File: config.mk
export PLATFORM = sky130hd
export DESIGN_NAME = usb_tx_scheduler_flat
export DESIGN_NICKNAME = d
export VERILOG_FILES = /design/src/rtl/usb_tx_scheduler_if.sv /design/src/rtl/usb_tx_scheduler.sv /design/src/flat_wrapper.sv
export SDC_FILE = /design/constraint.sdc
export NUM_CORES = 1
export LEC_CHECK = 0
export ABC_AREA = 1
export CAP_MARGIN = 20
export CORE_MARGIN = 3
export CORE_UTILIZATION = 55
export DETAILED_ROUTE_END_ITERATION = 10
export PLACE_DENSITY = 0.84
export SLEW_MARGIN = 25
export SYNTH_ARGS = -nofsm -noshare
export SYNTH_HDL_FRONTEND = slang
export SYNTH_SLANG_ARGS = --single-unit
export TNS_END_PERCENT = 30
File: constraint.sdc
create_clock -name clk -period 2.8 [get_ports clk]
set_input_delay 0.56 -clock clk [delete_from_list [all_inputs] [get_ports clk]]
set_output_delay 0.56 -clock clk [all_outputs]
set_load 0.05 [all_outputs]
File: src/rtl/usb_tx_scheduler_if.sv
`default_nettype none
// ============================================================================
// Module   : usb_tx_scheduler_if
// Purpose  : Groups the signals of the USB TX scheduler into one bundle:
//            requester handshakes, the USB_TX command/status link, and the
//            scheduler status outputs.
// Revision : 1.0 - initial release
// ============================================================================
interface usb_tx_scheduler_if;
  // Handshake responder requester
  logic       hs_req;
  logic [1:0] hs_pid;
  logic       hs_grant;
  // Endpoint data path requester
  logic       data_req;
  logic [6:0] data_len;
  logic       data_grant;
  logic       toggle_reset;
  // USB_TX link
  logic [6:0] Buffer_Occupancy;
  logic [3:0] TX_Packet;
  logic       TX_Transfer_Active;
  logic       TX_Error;
  // Status
  logic       busy;
  logic       done;
  logic       err;
  logic [1:0] err_code;
  logic       data_toggle;

  // Scheduler side
  modport slave (
    input  hs_req, hs_pid, data_req, data_len, toggle_reset,
           Buffer_Occupancy, TX_Transfer_Active, TX_Error,
    output hs_grant, data_grant, TX_Packet, busy, done, err, err_code,
           data_toggle
  );

  // Requester / transmitter side
  modport master (
    output hs_req, hs_pid, data_req, data_len, toggle_reset,
           Buffer_Occupancy, TX_Transfer_Active, TX_Error,
    input  hs_grant, data_grant, TX_Packet, busy, done, err, err_code,
           data_toggle
  );
endinterface
`default_nettype wire

File: src/rtl/usb_tx_scheduler.sv
`default_nettype none
// ============================================================================
// Module   : usb_tx_scheduler
// Purpose  : Arbitrates the single USB_TX command port between the handshake
//            responder and the endpoint data path, waits for the TX FIFO to
//            hold the payload, tracks DATA0/DATA1, supervises the transfer
//            and enforces an inter-packet gap. All outputs are registered.
// Revision : 1.0 - initial release
// ============================================================================
module usb_tx_scheduler #(
  parameter int IPG_CYCLES    = 16,
  parameter int START_TIMEOUT = 8,
  parameter int FILL_TIMEOUT  = 255,
  parameter int MAX_LEN       = 64
) (
  input  wire logic          clk,
  input  wire logic          n_rst,
  usb_tx_scheduler_if.slave  bus
);

  // Packet command codes presented on TX_Packet
  localparam logic [3:0] PKT_NONE  = 4'b0000;
  localparam logic [3:0] PKT_ACK   = 4'b0010;
  localparam logic [3:0] PKT_NAK   = 4'b1010;
  localparam logic [3:0] PKT_STALL = 4'b1110;
  localparam logic [3:0] PKT_DATA0 = 4'b0011;
  localparam logic [3:0] PKT_DATA1 = 4'b1011;

  // Error codes
  localparam logic [1:0] ERR_TX     = 2'b00;
  localparam logic [1:0] ERR_LEN    = 2'b01;
  localparam logic [1:0] ERR_FILL   = 2'b10;
  localparam logic [1:0] ERR_START  = 2'b11;

  // One shared cycle counter, sized for the longest interval it must time
  localparam int CNT_MAX_A = (IPG_CYCLES > START_TIMEOUT) ? IPG_CYCLES : START_TIMEOUT;
  localparam int CNT_MAX   = (CNT_MAX_A > FILL_TIMEOUT) ? CNT_MAX_A : FILL_TIMEOUT;
  localparam int CNT_W     = $clog2(CNT_MAX + 1);

  localparam logic [CNT_W-1:0] CNT_SAT    = '1;
  localparam logic [CNT_W-1:0] FILL_LAST  = CNT_W'(FILL_TIMEOUT - 1);
  localparam logic [CNT_W-1:0] START_LAST = CNT_W'(START_TIMEOUT - 1);
  localparam logic [CNT_W-1:0] GAP_LAST   = CNT_W'(IPG_CYCLES - 1);
  localparam logic [6:0]       LEN_LIMIT  = 7'(MAX_LEN);

  typedef enum logic [2:0] {
    IDLE       = 3'd0,
    WAIT_DATA  = 3'd1,
    ISSUE      = 3'd2,
    WAIT_START = 3'd3,
    ACTIVE     = 3'd4,
    GAP        = 3'd5
  } state_t;

  state_t           state, state_nx;
  logic [CNT_W-1:0] cnt, cnt_nx;
  logic [6:0]       len_q, len_nx;
  logic             is_data_q, is_data_nx;   // granted request is a data packet
  logic             bad_q, bad_nx;           // granted request was rejected
  logic             txerr_q, txerr_nx;       // sticky TX_Error seen in ACTIVE

  logic [3:0]       tx_q, tx_nx;
  logic             hs_grant_q, hs_grant_nx;
  logic             data_grant_q, data_grant_nx;
  logic             busy_q, busy_nx;
  logic             done_q, done_nx;
  logic             err_q, err_nx;
  logic [1:0]       err_code_q, err_code_nx;
  logic             toggle_q, toggle_nx;
  logic             flip;
  logic             active_err;

  // Handshake PID to command code; 11 never reaches here (rejected earlier)
  function automatic logic [3:0] hs_code(input logic [1:0] pid);
    case (pid)
      2'b00:   hs_code = PKT_ACK;
      2'b01:   hs_code = PKT_NAK;
      default: hs_code = PKT_STALL;
    endcase
  endfunction

  // State, bookkeeping and registered outputs
  always_ff @(posedge clk) begin
    if (!n_rst) begin
      state        <= IDLE;
      cnt          <= '0;
      len_q        <= '0;
      is_data_q    <= 1'b0;
      bad_q        <= 1'b0;
      txerr_q      <= 1'b0;
      tx_q         <= PKT_NONE;
      hs_grant_q   <= 1'b0;
      data_grant_q <= 1'b0;
      busy_q       <= 1'b0;
      done_q       <= 1'b0;
      err_q        <= 1'b0;
      err_code_q   <= 2'b00;
      toggle_q     <= 1'b0;
    end else begin
      state        <= state_nx;
      cnt          <= cnt_nx;
      len_q        <= len_nx;
      is_data_q    <= is_data_nx;
      bad_q        <= bad_nx;
      txerr_q      <= txerr_nx;
      tx_q         <= tx_nx;
      hs_grant_q   <= hs_grant_nx;
      data_grant_q <= data_grant_nx;
      busy_q       <= busy_nx;
      done_q       <= done_nx;
      err_q        <= err_nx;
      err_code_q   <= err_code_nx;
      toggle_q     <= toggle_nx;
    end
  end

  // Next-state and next-output decode
  always_comb begin
    state_nx      = state;
    len_nx        = len_q;
    is_data_nx    = is_data_q;
    bad_nx        = bad_q;
    txerr_nx      = txerr_q;
    tx_nx         = PKT_NONE;
    hs_grant_nx   = 1'b0;
    data_grant_nx = 1'b0;
    done_nx       = 1'b0;
    err_nx        = 1'b0;
    err_code_nx   = err_code_q;
    flip          = 1'b0;
    active_err    = txerr_q | bus.TX_Error;

    case (state)
      IDLE: begin
        if (bus.hs_req) begin
          state_nx    = ISSUE;
          hs_grant_nx = 1'b1;
          is_data_nx  = 1'b0;
          if (bus.hs_pid == 2'b11) begin
            bad_nx      = 1'b1;
            err_nx      = 1'b1;
            err_code_nx = ERR_LEN;
          end else begin
            bad_nx = 1'b0;
            tx_nx  = hs_code(bus.hs_pid);
          end
        end else if (bus.data_req) begin
          state_nx      = WAIT_DATA;
          data_grant_nx = 1'b1;
          is_data_nx    = 1'b1;
          len_nx        = bus.data_len;
          if (bus.data_len > LEN_LIMIT) begin
            bad_nx      = 1'b1;
            err_nx      = 1'b1;
            err_code_nx = ERR_LEN;
          end else begin
            bad_nx = 1'b0;
          end
        end
      end

      WAIT_DATA: begin
        if (bad_q) begin
          state_nx = IDLE;
        end else if (bus.Buffer_Occupancy >= len_q) begin
          state_nx = ISSUE;
          tx_nx    = toggle_q ? PKT_DATA1 : PKT_DATA0;
        end else if (cnt >= FILL_LAST) begin
          state_nx    = IDLE;
          err_nx      = 1'b1;
          err_code_nx = ERR_FILL;
        end
      end

      ISSUE: begin
        // The command itself was driven on entry; this cycle is its slot.
        txerr_nx = 1'b0;
        state_nx = bad_q ? IDLE : WAIT_START;
      end

      WAIT_START: begin
        if (bus.TX_Transfer_Active) begin
          state_nx = ACTIVE;
        end else if (cnt >= START_LAST) begin
          state_nx    = GAP;
          err_nx      = 1'b1;
          err_code_nx = ERR_START;
        end
      end

      ACTIVE: begin
        txerr_nx = active_err;
        if (!bus.TX_Transfer_Active) begin
          state_nx = GAP;
          if (active_err) begin
            err_nx      = 1'b1;
            err_code_nx = ERR_TX;
          end else begin
            done_nx = 1'b1;
            flip    = is_data_q;
          end
        end
      end

      GAP: begin
        if (cnt >= GAP_LAST) state_nx = IDLE;
      end

      default: state_nx = IDLE;
    endcase

    // Counter restarts on every state change and saturates otherwise
    if (state_nx != state)  cnt_nx = '0;
    else if (cnt != CNT_SAT) cnt_nx = cnt + 1'b1;
    else                     cnt_nx = cnt;

    // A toggle clear always beats a completion flip
    if (bus.toggle_reset) toggle_nx = 1'b0;
    else if (flip)        toggle_nx = ~toggle_q;
    else                  toggle_nx = toggle_q;

    busy_nx = (state_nx != IDLE);
  end

  assign bus.TX_Packet   = tx_q;
  assign bus.hs_grant    = hs_grant_q;
  assign bus.data_grant  = data_grant_q;
  assign bus.busy        = busy_q;
  assign bus.done        = done_q;
  assign bus.err         = err_q;
  assign bus.err_code    = err_code_q;
  assign bus.data_toggle = toggle_q;

endmodule
`default_nettype wire

File: src/flat_wrapper.sv
// flat-port wrapper written by rule: the top's interface ports become plain ports
module usb_tx_scheduler_flat 
#(
  parameter int IPG_CYCLES    = 16,
  parameter int START_TIMEOUT = 8,
  parameter int FILL_TIMEOUT  = 255,
  parameter int MAX_LEN       = 64
)
  (clk, n_rst, bus_hs_req, bus_hs_pid, bus_data_req, bus_data_len, bus_toggle_reset, bus_Buffer_Occupancy, bus_TX_Transfer_Active, bus_TX_Error, bus_hs_grant, bus_data_grant, bus_TX_Packet, bus_busy, bus_done, bus_err, bus_err_code, bus_data_toggle);
  usb_tx_scheduler_if bus_i ();
  input  wire logic clk;
  input  wire logic n_rst;
  input wire logic [$bits(bus_i.hs_req)-1:0] bus_hs_req;
  input wire logic [$bits(bus_i.hs_pid)-1:0] bus_hs_pid;
  input wire logic [$bits(bus_i.data_req)-1:0] bus_data_req;
  input wire logic [$bits(bus_i.data_len)-1:0] bus_data_len;
  input wire logic [$bits(bus_i.toggle_reset)-1:0] bus_toggle_reset;
  input wire logic [$bits(bus_i.Buffer_Occupancy)-1:0] bus_Buffer_Occupancy;
  input wire logic [$bits(bus_i.TX_Transfer_Active)-1:0] bus_TX_Transfer_Active;
  input wire logic [$bits(bus_i.TX_Error)-1:0] bus_TX_Error;
  output wire logic [$bits(bus_i.hs_grant)-1:0] bus_hs_grant;
  output wire logic [$bits(bus_i.data_grant)-1:0] bus_data_grant;
  output wire logic [$bits(bus_i.TX_Packet)-1:0] bus_TX_Packet;
  output wire logic [$bits(bus_i.busy)-1:0] bus_busy;
  output wire logic [$bits(bus_i.done)-1:0] bus_done;
  output wire logic [$bits(bus_i.err)-1:0] bus_err;
  output wire logic [$bits(bus_i.err_code)-1:0] bus_err_code;
  output wire logic [$bits(bus_i.data_toggle)-1:0] bus_data_toggle;
  assign bus_i.hs_req = bus_hs_req;
  assign bus_i.hs_pid = bus_hs_pid;
  assign bus_i.data_req = bus_data_req;
  assign bus_i.data_len = bus_data_len;
  assign bus_i.toggle_reset = bus_toggle_reset;
  assign bus_i.Buffer_Occupancy = bus_Buffer_Occupancy;
  assign bus_i.TX_Transfer_Active = bus_TX_Transfer_Active;
  assign bus_i.TX_Error = bus_TX_Error;
  assign bus_hs_grant = bus_i.hs_grant;
  assign bus_data_grant = bus_i.data_grant;
  assign bus_TX_Packet = bus_i.TX_Packet;
  assign bus_busy = bus_i.busy;
  assign bus_done = bus_i.done;
  assign bus_err = bus_i.err;
  assign bus_err_code = bus_i.err_code;
  assign bus_data_toggle = bus_i.data_toggle;
  usb_tx_scheduler #(.IPG_CYCLES(IPG_CYCLES), .START_TIMEOUT(START_TIMEOUT), .FILL_TIMEOUT(FILL_TIMEOUT), .MAX_LEN(MAX_LEN)) u_core (.clk(clk), .n_rst(n_rst), .bus(bus_i));
endmodule
* Yosys cells after proc, flatten, opt, wreduce, memory -nomap -nowiden
Index checks and enable logic that the tools add are counted.
** Cells by class
- Add/sub/neg operators :: 1
- $lt $le $gt $ge :: 5
- Equal/unequal tests :: 19
- Mux-type cells :: 53
- Bitwise gates (word level) :: 6
- Reduce and logical (&&, ||, !) cells :: 14
** Operator list (count)
- 3-bit two-way mux :: 9
- 2-bit two-way mux :: 12
- 1-bit two-way mux :: 21
- 4-bit two-way mux :: 5
- 3-bit case mux with 6 select lines :: 1
- 4-bit case mux with 2 select lines :: 2
- 11-bit AND reduction :: 1
- 8-bit by 1-bit adder with 8-bit output, second input constant :: 1
- 8-bit by 3-bit >= comparator with 1-bit output, second input constant :: 1
- 8-bit by 4-bit >= comparator with 1-bit output, second input constant :: 1
- 8-bit >= comparator, second input constant :: 1
- 2-bit != test, second input constant :: 4
- 8-bit != test, second input constant :: 1
- 2-bit case mux with 4 select lines :: 1
- 7-bit >= comparator :: 1
- 7-bit greater-than comparator, second input constant :: 1
- 3-bit by 2-bit equality test with 1-bit output, second input constant :: 2
- 3-bit equality test, second input constant :: 2
- 2-bit by 1-bit != test with 1-bit output, second input constant :: 3
- 3-bit by 2-bit != test with 1-bit output, second input constant :: 2
- 3-bit OR reduction :: 2
- 1-bit inverter :: 5
- 1-bit case mux with 4 select lines :: 1
- 2-bit AND reduction :: 2
- other kinds (14) :: 16
** Storage, ports and cells
- Flip-flop bits (word level) :: 33
- Input bits :: 23
- Output and inout bits :: 12
- Word-level logic and storage cells :: 112

* Depth between registers and ports, before layout
- Depth in word-level cells :: 7
- Mapped depth :: 14
- Gate-level depth less buffers :: 14

* Worst setup path before layout
OpenSTA, ideal clock, no wires.
- Kind :: input to register
- Start point :: in bus_Buffer_Occupancy[6]
- End point :: reg u_core.cnt[0]
- Library setup time :: 0.063 ns
- Arrival :: 1.736 ns
- Slack :: 1.002 ns
- Cell stages on the path :: 10
- Buffers on the path :: 0
- Cells stage by stage :: ha_1 -> nand2_1 -> inv_1 -> a21oi_1 -> nand2_1 -> a21boi_0 -> nand2_1 -> nor2_2 -> nand2_4 -> nor2_2
** On the way
- Word-level cells in the longest chain between the ends :: 6
** RTL lines
- start, declared :: line flat_wrapper.sv:18 : input wire logic [$bits(bus_i.Buffer_Occupancy)-1:0] bus_Buffer_Occupancy;
- 7-bit >= comparator :: line usb_tx_scheduler.sv:165 : end else if (bus.Buffer_Occupancy >= len_q) begin
- 3-bit two-way mux :: line usb_tx_scheduler.sv:165
- 3-bit two-way mux :: line usb_tx_scheduler.sv:163 : if (bad_q) begin
- 3-bit case mux with 6 select lines :: line usb_tx_scheduler.sv:133 : case (state)
- 3-bit != test :: line usb_tx_scheduler.sv:213 : if (state_nx != state) cnt_nx = '0;
- 2-bit OR reduction (no source line)
- end signal, assigned :: line usb_tx_scheduler.sv:101 : cnt <= cnt_nx;
- end, declared :: line usb_tx_scheduler.sv:56 : logic [CNT_W-1:0] cnt, cnt_nx;
Every way passes these cells.
A chain may end at the register's enable or synchronous reset.

* Worst setup path after layout
- Start point :: reg u_core.err_code_q[0], in the netlist u_core.bus.err_code[0]
- End point :: out bus_err_code[0]
** RTL lines
- start, declared :: line usb_tx_scheduler.sv:68 : logic [1:0] err_code_q, err_code_nx;
- start signal, assigned :: line usb_tx_scheduler.sv:112 : err_code_q <= err_code_nx;
- end, declared :: line flat_wrapper.sv:27 : output wire logic [$bits(bus_i.err_code)-1:0] bus_err_code;
No word-level cell between the ends.

==> metrics.csv <==
stage;metric;value;unit
cts;setup bufs post-CTS;0;
timing;Fin Clk Skew;0.00520;ns
synthesis;cell taking the most area after synthesis;dfxtp_1;
timing;Worst-Margin Slew;0.503;ns
floorplanning;Vert. Die Dim;62.5;um
global_routing;total global-route track usage;20.2;%
setup_path;worst-path cell chain;clkdlybuf4s50_1;
synthesis;FF+latch count, synth;33;
setup_path;worst path required time;2.24;ns
synthesis;top_reg_cell synth;dfxtp_1;
power;register share of total power;40.4;%
floorplanning;Rows;19;
setup_path;Worst Path Buf+Inv;1;
finish;filler cell count;242;
timing;setup ws final;0.720;ns
power;leakage;0.996;nW
detailed_routing;WL met2;1670;um
synthesis;synthesized area per cell;7.02;um2
synthesis;ys async rst share;0;%
floorplanning;Die X;62.5;um
place;Placed Cells;325;
detailed_routing;routed length on met1;1740;um
run;max-cap viol count;0;
power;Max VDD drop;0.466;mV
timing;setup_tns;0;ns
detailed_routing;DRC errors left;0;
timing;Worst slew margin;66.4;%
global_routing;global-route wire length before repair;6470;um
cts;clock tree buffer depth;2;
finish;area growth from synthesis to layout;27.4;%
cts;clock sink total;33;
power;Pint;897;uW
cts;worst-skew pair later-pin latency;0.34;ns
global_routing;GRT overflow;0;
place;hpwl dp;2930;um
setup_path;Top delay family on crit path;buffers and inverters;
detailed_routing;met3 wire length;194;um
synthesis;Syn. warnings;0;
floorplanning;io pins;35;
run_status;status;completed;
synthesis;Synth top area share;37.7;%
cts;clock-pin slew on the worst setup and hold paths;0.10;ns
floorplanning;die area;3900;um2
floorplanning;CORE AREA;2900;um2
setup_path;FF-to-FF path depth;11;
floorplanning;Initial Util;60.5;%
setup_path;critical path depth in cells;1;
finish;fin nets;324;
power;Pwr Total;1.38;mW
timing;fmax;481;MHz
setup_path;crit end category;output port;
timing;Final Max Slew Viols;0;
global_routing;vias in the first global route;1585;
detailed_routing;Iteration-0 DRC Markers;68;
detailed_routing;Max Used Layer;met4;
timing;post-layout min period;2.08;ns
timing;RSZ-0062 raised after global routing;false;
global_routing;pin count of the biggest net entering global routing;17;
setup_path;Critical Path Start Type;flip-flop;
synthesis;Post-synth EDFFs;0;
synthesis;proportion of synthesized chip area in sequential cells;37.7;%
global_routing;initial antenna violation count;0;
cts;CTS Hold Buffers Added;0;
detailed_routing;vias;1641;
finish;Post-Layout Cell Count;333;
place;GPL Wtd Cong;0.933;
synthesis;Syn Nets;284;
hold_path;Hold Path Class;reg -> reg;
setup_path;CP Data Arrival Time;1.52;ns
setup_path;Setup Crit Path Kind;reg -> out;
setup_path;critical path's slowest cell;clkdlybuf4s50_1;
finish;layout cells sized above 1;12.7;%
power;switch share;34.9;%
power;switching pwr;481;uW
synthesis;Post-synth top cells;nand2_1, inv_1, dfxtp_1, nor2_1, a21oi_1;
synthesis;synth top area cells;dfxtp_1, nand2_1, ha_1, inv_1, nor2_1;
cts;CTS tree;yes;
cts;cts bufs inserted;5;
setup_path;CP max stage delay;0.82;ns
detailed_routing;post-route ant nets;0;
detailed_routing;total wire length;3670;um
synthesis;count leader, synth;nand2_1;
power;power per cell area;617;nW/um2
place;Port Buffers;34;
timing;Finish-stage setup viols;0;
synthesis;Cell Area, Synth;1750;um2
power;Comb pwr share;32.7;%
synthesis;Synth cell types;27;
timing;crit share post-route;74.3;%
finish;Antenna diodes;0;
timing;Fin. Hold Viols;0;
setup_path;Max FO, Critical Path;2;
cts;depth of the CTS H-tree;2;
detailed_routing;routed len/inst;11.0;um
detailed_routing;Vias per Instance;4.93;
power;clock network power share;26.9;%
hold_path;Hold Crit Depth;2;
place;dpl ws;0.396;ns
cts;Root Buffer;clkbuf_4;
cts;post-CTS resize count;0;
detailed_routing;DRT Pass-1 Iters;4;
synthesis;cells after synthesis;250;
## final timing paths
kind,slack [ns],end,start
min reg2reg,0.46,u_core.len_q[5],u_core.len_q[5]
max,0.72,bus_err_code[0],u_core.bus.err_code[0]
min,0.46,u_core.len_q[5],u_core.len_q[5]
max reg2reg,1.02,u_core.cnt[0],u_core.len_q[4]
## state kept, by name (all words and copies together), names as in the netlist
signal	flops
u_core.bad_q	1
u_core.bus.TX_Packet	4
u_core.bus.busy	1
u_core.bus.data_grant	1
u_core.bus.data_toggle	1
u_core.bus.done	1
u_core.bus.err	1
u_core.bus.err_code	2
u_core.bus.hs_grant	1
u_core.cnt	8
u_core.is_data_q	1
u_core.len_q	7
u_core.state	3
u_core.txerr_q	1
## final cells by class
type	instances	area (um2)	area share [%]
multi-input cells	173	927	41.5
flip-flops and latches	33	661	29.6
repair buffers	36	355	15.9
inverters	41	154	6.89
clock buffers	7	55.1	2.46
well taps	42	52.6	2.35
clock inverters	1	30.0	1.34
## kinds of logic (layout without fill, tap and decap cells)
family | Yosys count | after routing | share of synthesized area [%]
AOI/OAI and AO/OA | 36 | 36 | 11.2
xor gates and xnor gates | 4 | 4 | 2.00
adders and majority gates | 11 | 11 | 7.85
buffers and inverters | 44 | 85 | 9.49
DFF | 33 | 33 | 37.7
and+or+nand+nor | 122 | 122 | 31.8
## cells in the final DEF (no fill, tap or decap), drive strengths merged, types with 2 or more instances in the layout
cell | Yosys | final
a21oi | 19 | 19
buf | 2 | 2
clkbuf | 1 | 7
clkdlybuf4s50 | 0 | 34
dfxtp | 33 | 33
ha | 11 | 11
inv | 41 | 41
nand2 | 55 | 55
nand3 | 10 | 10
nand4 | 3 | 3
nor2 | 46 | 46
nor3 | 4 | 4
nor3b | 2 | 2
o21ai | 13 | 13
xor2 | 4 | 4
## per-layer routing
| metal | vias up | track usage, % |
|---|---|---|
| met5 | - | 0 |
| met4 | 0 | 7.71 |
| met3 | 9 | 5.04 |
| met2 | 46 | 33.8 |
| met1 | 715 | 24.9 |
| li1 | 871 | - |
## metrics by stage
stage | hold WS (ns) | utilization (%) | instance area (um2)
floorplan | 0.433 | - | 1750
global placement | 0.443 | 74.1 | 2150
detailed placement | 0.451 | 74.1 | 2150
CTS | 0.465 | 77.0 | 2230
global route | 0.482 | 77.0 | 2230
finish | 0.462 | 77.0 | 2230
## power by group through the flow
stage	Clock, mW	Sequential [mW]	Combinational, mW
2_1_floorplan	0	0.632	0.252
3_3_place_gp	0	0.566	0.443
3_5_place_dp	0	0.567	0.451
4_1_cts	0.378	0.557	0.453
5_1_grt	0.397	0.562	0.503
6_report	0.371	0.557	0.451
Note: power is estimated with default switching activity, not from simulation.
